[src/rtl/u409_flash_ctrl_if.sv]
// u409_flash_ctrl_if: 68040-to-flash bus bundle.
// master: CPU/flash side drives ts_n, rnw, flash_space, a, f_rdy.
// slave: controller drives fa, f_en_n, f_read_n, f_write_n, f_rst_n, f_wp_n, f_ack, f_tea.
interface u409_flash_ctrl_if;
  logic ts_n, rnw, flash_space, f_rdy;
  logic [23:1] a, fa;
  logic f_en_n, f_read_n, f_write_n, f_rst_n, f_wp_n, f_ack, f_tea;
  modport master (
    output ts_n, rnw, flash_space, a, f_rdy,
    input fa, f_en_n, f_read_n, f_write_n, f_rst_n, f_wp_n, f_ack, f_tea
  );
  modport slave (
    input ts_n, rnw, flash_space, a, f_rdy,
    output fa, f_en_n, f_read_n, f_write_n, f_rst_n, f_wp_n, f_ack, f_tea
  );
endinterface

[src/rtl/u409_flash_ctrl.sv]
// u409_flash_ctrl: 68040 flash cycle sequencer (reset pulse, strobe timing, ready wait, timeout).
// Ports: clk40, reset (async, active high), bus (u409_flash_ctrl_if.slave).
// Macro FLASH_WRITE_EN enables real write cycles; without it writes terminate without a strobe.
module u409_flash_ctrl #(
  parameter int RD_WAIT = 4,
  parameter int WR_WAIT = 3,
  parameter int RST_CYC = 16,
  parameter int TIMEOUT = 255
) (
  input logic clk40,
  input logic reset,
  u409_flash_ctrl_if.slave bus
);
`ifdef FLASH_WRITE_EN
  localparam bit WE = 1'b1;
`else
  localparam bit WE = 1'b0;
`endif
  typedef enum logic [2:0] {RSTP, IDLE, SETUP, STROBE, BUSY, ACK, ERR} state_t;
  state_t state;
  logic [7:0] cnt, strobe_len;
  logic [23:1] pend_a;
  logic rnw_q, pend, pend_rnw, hit, start_rnw, done;
  // A disabled write spends one strobe-less cycle in STROBE so it terminates two edges after TSn.
  always_comb begin
    hit = !bus.ts_n && bus.flash_space;
    start_rnw = pend ? pend_rnw : bus.rnw;
    strobe_len = rnw_q ? 8'(RD_WAIT) : WE ? 8'(WR_WAIT) : 8'd1;
    done = bus.f_rdy || (!rnw_q && !WE);
  end
  always_ff @(posedge clk40 or posedge reset) begin
    if (reset) begin
      state <= RSTP;
      cnt <= '0;
      rnw_q <= 1'b1;
      pend <= 1'b0;
      pend_rnw <= 1'b1;
      pend_a <= '0;
      bus.fa <= '0;
      bus.f_en_n <= 1'b1;
      bus.f_read_n <= 1'b1;
      bus.f_write_n <= 1'b1;
      bus.f_rst_n <= 1'b0;
      bus.f_wp_n <= 1'b0;
      bus.f_ack <= 1'b0;
      bus.f_tea <= 1'b0;
    end else begin
      case (state)
        RSTP: begin
          if (hit) begin
            pend <= 1'b1;
            pend_a <= bus.a;
            pend_rnw <= bus.rnw;
          end
          if (cnt == 8'(RST_CYC - 1)) begin
            state <= IDLE;
            cnt <= '0;
            bus.f_rst_n <= 1'b1;
          end else cnt <= cnt + 8'd1;
        end
        IDLE: if (pend || hit) begin
          state <= SETUP;
          cnt <= '0;
          pend <= 1'b0;
          rnw_q <= start_rnw;
          bus.fa <= pend ? pend_a : bus.a;
          bus.f_en_n <= 1'b0;
          bus.f_wp_n <= WE && !start_rnw;
        end
        SETUP: begin
          state <= STROBE;
          cnt <= '0;
          bus.f_read_n <= !rnw_q;
          bus.f_write_n <= !(WE && !rnw_q);
        end
        STROBE: if (cnt == strobe_len - 8'd1) begin
          cnt <= '0;
          bus.f_read_n <= 1'b1;
          bus.f_write_n <= 1'b1;
          if (done) begin
            state <= ACK;
            bus.f_ack <= 1'b1;
            bus.f_en_n <= 1'b1;
            bus.f_wp_n <= 1'b0;
          end else state <= BUSY;
        end else cnt <= cnt + 8'd1;
        BUSY: if (done) begin
          state <= ACK;
          bus.f_ack <= 1'b1;
          bus.f_en_n <= 1'b1;
          bus.f_wp_n <= 1'b0;
        end else if (cnt == 8'(TIMEOUT - 1)) begin
          state <= ERR;
          bus.f_tea <= 1'b1;
          bus.f_en_n <= 1'b1;
          bus.f_wp_n <= 1'b0;
        end else cnt <= cnt + 8'd1;
        default: begin
          state <= IDLE;
          bus.f_ack <= 1'b0;
          bus.f_tea <= 1'b0;
        end
      endcase
    end
  end
endmodule

[src/flat_wrapper.sv]
// flat-port wrapper written by rule: the top's interface ports become plain ports
module u409_flash_ctrl_flat 
#(
  parameter int RD_WAIT = 4,
  parameter int WR_WAIT = 3,
  parameter int RST_CYC = 16,
  parameter int TIMEOUT = 255
)
  (clk40, reset, bus_ts_n, bus_rnw, bus_flash_space, bus_a, bus_f_rdy, bus_fa, bus_f_en_n, bus_f_read_n, bus_f_write_n, bus_f_rst_n, bus_f_wp_n, bus_f_ack, bus_f_tea);
  u409_flash_ctrl_if bus_i ();
  input logic clk40;
  input logic reset;
  input wire logic [$bits(bus_i.ts_n)-1:0] bus_ts_n;
  input wire logic [$bits(bus_i.rnw)-1:0] bus_rnw;
  input wire logic [$bits(bus_i.flash_space)-1:0] bus_flash_space;
  input wire logic [$bits(bus_i.a)-1:0] bus_a;
  input wire logic [$bits(bus_i.f_rdy)-1:0] bus_f_rdy;
  output wire logic [$bits(bus_i.fa)-1:0] bus_fa;
  output wire logic [$bits(bus_i.f_en_n)-1:0] bus_f_en_n;
  output wire logic [$bits(bus_i.f_read_n)-1:0] bus_f_read_n;
  output wire logic [$bits(bus_i.f_write_n)-1:0] bus_f_write_n;
  output wire logic [$bits(bus_i.f_rst_n)-1:0] bus_f_rst_n;
  output wire logic [$bits(bus_i.f_wp_n)-1:0] bus_f_wp_n;
  output wire logic [$bits(bus_i.f_ack)-1:0] bus_f_ack;
  output wire logic [$bits(bus_i.f_tea)-1:0] bus_f_tea;
  assign bus_i.ts_n = bus_ts_n;
  assign bus_i.rnw = bus_rnw;
  assign bus_i.flash_space = bus_flash_space;
  assign bus_i.a = bus_a;
  assign bus_i.f_rdy = bus_f_rdy;
  assign bus_fa = bus_i.fa;
  assign bus_f_en_n = bus_i.f_en_n;
  assign bus_f_read_n = bus_i.f_read_n;
  assign bus_f_write_n = bus_i.f_write_n;
  assign bus_f_rst_n = bus_i.f_rst_n;
  assign bus_f_wp_n = bus_i.f_wp_n;
  assign bus_f_ack = bus_i.f_ack;
  assign bus_f_tea = bus_i.f_tea;
  u409_flash_ctrl #(.RD_WAIT(RD_WAIT), .WR_WAIT(WR_WAIT), .RST_CYC(RST_CYC), .TIMEOUT(TIMEOUT)) u_core (.clk40(clk40), .reset(reset), .bus(bus_i));
endmodule
[config.mk]
export PLATFORM = sky130hd
export DESIGN_NAME = u409_flash_ctrl_flat
export DESIGN_NICKNAME = d
export VERILOG_FILES = /design/src/rtl/u409_flash_ctrl_if.sv /design/src/rtl/u409_flash_ctrl.sv /design/src/flat_wrapper.sv
export SDC_FILE = /design/constraint.sdc
export NUM_CORES = 1
export LEC_CHECK = 0
export ABC_AREA = 1
export CORE_MARGIN = 2
export CORE_UTILIZATION = 25
export CTS_BUF_LIST = sky130_fd_sc_hd__clkbuf_2 sky130_fd_sc_hd__clkbuf_4 sky130_fd_sc_hd__clkbuf_8
export DETAILED_ROUTE_END_ITERATION = 16
export PLACE_DENSITY = 0.54
export SETUP_SLACK_MARGIN = 0.15
export SLEW_MARGIN = 20
export SYNTH_ARGS = -nofsm -noshare
export SYNTH_HDL_FRONTEND = slang
export SYNTH_SLANG_ARGS = --single-unit
[constraint.sdc]
create_clock -name clk40 -period 1.8 [get_ports clk40]
set_input_delay 0.18 -clock clk40 [delete_from_list [all_inputs] [get_ports clk40]]
set_output_delay 0.18 -clock clk40 [all_outputs]
set_load 0.02 [all_outputs]
==> impl_results.md, run 1 <==
* Status: completed
* Number of enable flip-flop cells after synthesis at 0
* Startpoint Class: flop
* Placed inst area at 3910 um2
* Cells after Synth at 346
* Finished layout cell area at 4180 um2
* Largest net degree at the start of global routing at 37
* Clk buf depth at 2
* Die Span X at 116 um
* Mapped Avg Cell Area at 8.99 um2
* F_max at 648 MHz
* Ports at 59
* HPWL after detailed placement at 5140 um
* #FFs+latches synth at 65
* GR Layer Usage met3 at 0.0324
* RSZ-0062 raised after global routing: true
* Final core occ at 0.347
* Core area at 12100 um2
* Sequential power share at 0.355
* CTS clk-pin slew, worst paths at 0.07 ns
* Reg2reg start: u_core.state[1]
* CTS tree: done
* Max IR drop VDD at 651 uV
* Met2 usage at 0.189
* Grt peak-use layer: met2
* Clock buffer count from CTS at 9
* Data arrival, critical path at 1.77 ns
* # Max-Cap Violations at 0
* Minimum clock period at 1.54 ns
* Vias in the first global route at 2537
* Initial antenna violation count at 0
* Post-synth top flop: dfrtp_1
* Count of final setup violators at 0
* Wirelength per Cell at 12.5 um
* Reg-to-reg slack, setup at 0.26 ns
* H-tree Lvls at 3
* Share of layout cells above drive strength 1 at 0.186
* Path depth of the worst reg2reg path at 5
* GR Util met1 at 0.149
* Crit Path Max Fanout at 26
* Global route total overflow at 0
* Num rows at 40
* Switching share of total power at 0.382
* Clock share of power at 0.187
* Combinational power share at 0.458
* Synth Net Count at 377
* P_sw at 0.00272 W
* Residual DRC count at 0
* Layout Skew at 0.00801 ns
* Setup TNS Final at 0 ns
* DR iter-0 viols at 126
* Final hold slack at 0.177 ns
* Share of flip-flops with an asynchronous set or reset at 1.00
* Chip height at 116 um
* Synth Warn # at 0
* Sequential area share after synthesis at 0.524
* Pins Over Slew Limit at 0
* DR pass1 iterations at 4
* DR vias/cell at 4.34
* CP Capture Type: flop
* Via count at 2550
* Synth Cell Area at 3110 um2
* Layout net count at 445
* DRT Wirelength at 7360 um
* Final WS setup at 0.258 ns
* Pre-CTS WS at 0.136 ns
* GPL Wtd Cong at 0.846
* IO Port Bufs at 56
* P&R area growth vs syn at 34.4%
* Netlist cell types at 32
* Int Pwr at 0.00440 W
* Period utilization at 0.857
* Clock Tree Root: clkbuf_8
* Worst skew pair latency at 0.35 ns
* Pwr Density at 1700 nW/um2
* Leakage at 1.92 nW
* Total GRT Usage at 0.119
* Fillers at 1266
* Worst path required time at 2.03 ns
* Post-CTS Hold Buffers at 0
* Die Footprint at 13400 um2
* Clk sinks at 65
* Initial core utilization at 0.258
* Critical path class: reg -> reg
* First-pass GRT wire length at 12400 um
* Diode count at 0
* R2R Path End: u_core.pend_a[15]
* Hold Crit Class: in -> async
* Final hold vios at 0
* Antenna viol nets, final at 0
## layout make-up
cell class	instances	area [um2]	area share
inverter	23	92.6	0.0221
timing repair buffer	71	708	0.169
sequential	65	1630	0.391
multi-input combinational	244	1330	0.317
clock inverter	2	37.5	0.00897
tap	168	210	0.0503
clock buffer	14	174	0.0416
## metrics by stage
step,power (W),instances
after global placement,0.00564,567
final,0.00711,587
after detailed placement,0.00571,567
after floorplan,0.00450,346
after global routing,0.00764,587
after CTS,0.00707,583
## cells in the final DEF, fill, tap and decap left out, drive strengths merged, types with 2 or more instances in the layout
cell,n
clkinvlp,2
mux2,23
nor2,50
dfstp,4
nand3,16
dlygate4sd2,2
clkdlybuf4s50,54
ha,2
nand2,106
xor2,4
inv,21
a31oi,23
o21ai,7
clkbuf,14
buf,15
dfrtp,61
a21oi,4
conb,2
## per-layer routing
metal | up-vias | routed length, um
met1 | 1227 | 3330
met4 | 0 | 157
met2 | 53 | 3500
met5 | - | 0
met3 | 11 | 372
li1 | 1259 | -
## critical path: stages (launching register included)
cell and delay (ns):
dfrtp_1 0.43, nor2_2 0.19, nand2_1 0.16, inv_2 0.14
nand2_8 0.16, mux2_4 0.34
## repair_timing
| item | in CTS | in global routing |
|---|---|---|
| setup buffers | 0 | 4 |
| gates resized for setup | 3 | 9 |
| setup endpoints to repair | 9 | 28 |
| pin swaps | 0 | 2 |
## cells in the mapped netlist, drive strengths merged, types with 2 or more instances
| cell | instances | area (um2) |
|---|---|---|
| nand2 | 106 | 413 |
| dfrtp | 61 | 1530 |
| nor2 | 50 | 200 |
| a31oi | 23 | 144 |
| mux2 | 23 | 274 |
| inv | 22 | 82.6 |
| nand3 | 16 | 80.1 |
| buf | 9 | 80.1 |
| o21ai | 7 | 35.0 |
| clkbuf | 5 | 18.8 |
| a21oi | 4 | 31.3 |
| dfstp | 4 | 105 |
| xor2 | 4 | 35.0 |
| conb | 2 | 7.51 |
| ha | 2 | 25.0 |
## logic make-up (layout without fill, tap and decap cells)
kind of cell / after synthesis / count (layout) / share of synthesized area
AO/OA/AOI/OAI: 38 / 38 / 0.0772
XOR/XNOR: 4 / 4 / 0.0113
adder cells (fa/ha/maj): 2 / 2 / 0.00804
buffers and inverters: 37 / 110 / 0.0595
flip-flops: 65 / 65 / 0.524
multiplexers: 23 / 23 / 0.0881
other: 2 / 2 / 0.00241
AND/OR/NAND/NOR: 175 / 175 / 0.229
## registers in the layout, summed over array words and instances, names as in the netlist
| name | count |
|---|---|
| u_core.pend_rnw | 1 |
| u_core.bus.f_tea | 1 |
| u_core.bus.fa | 23 |
| u_core.rnw_q | 1 |
| u_core.bus.f_ack | 1 |
| u_core.bus.f_en_n | 1 |
| u_core.pend_a | 23 |
| u_core.pend | 1 |
| u_core.bus.f_rst_n | 1 |
| u_core.bus.f_read_n | 1 |
| u_core.state | 3 |
| u_core.cnt | 8 |
## worst max-delay path by stage
| stage | startpoint | to | slack, ns | depth (start not counted) |
|---|---|---|---|---|
| CTS | u_core.cnt[0] | u_core.cnt[0] | 0.15 | 10 |
| finish | u_core.state[1] | u_core.pend_a[15] | 0.26 | 5 |
| global placement | bus_flash_space | u_core.pend_a[15] | 0.14 | 6 |
| detailed placement | bus_flash_space | u_core.pend_a[17] | 0.14 | 6 |
| floorplan | u_core.cnt[0] | u_core.cnt[0] | 0.37 | 10 |
| global route | u_core.cnt[0] | u_core.state[1] | 0.12 | 10 |
## power by group through the flow
stage / clock network [W] / logic, W / registers, W
finish: 0.00133 / 0.00326 / 0.00252
global route: 0.00143 / 0.00360 / 0.00261
CTS: 0.00137 / 0.00317 / 0.00253
detailed placement: 0 / 0.00316 / 0.00255
global placement: 0 / 0.00311 / 0.00253
floorplan: 0 / 0.00168 / 0.00281
(Power assumes the default switching activity.)
==> run 2, diff against run 1 <==
SLEW_MARGIN = default   (was 20)
==> results of run 2 <==
The final DEF is identical to that of run 1; final timing and power are the same.
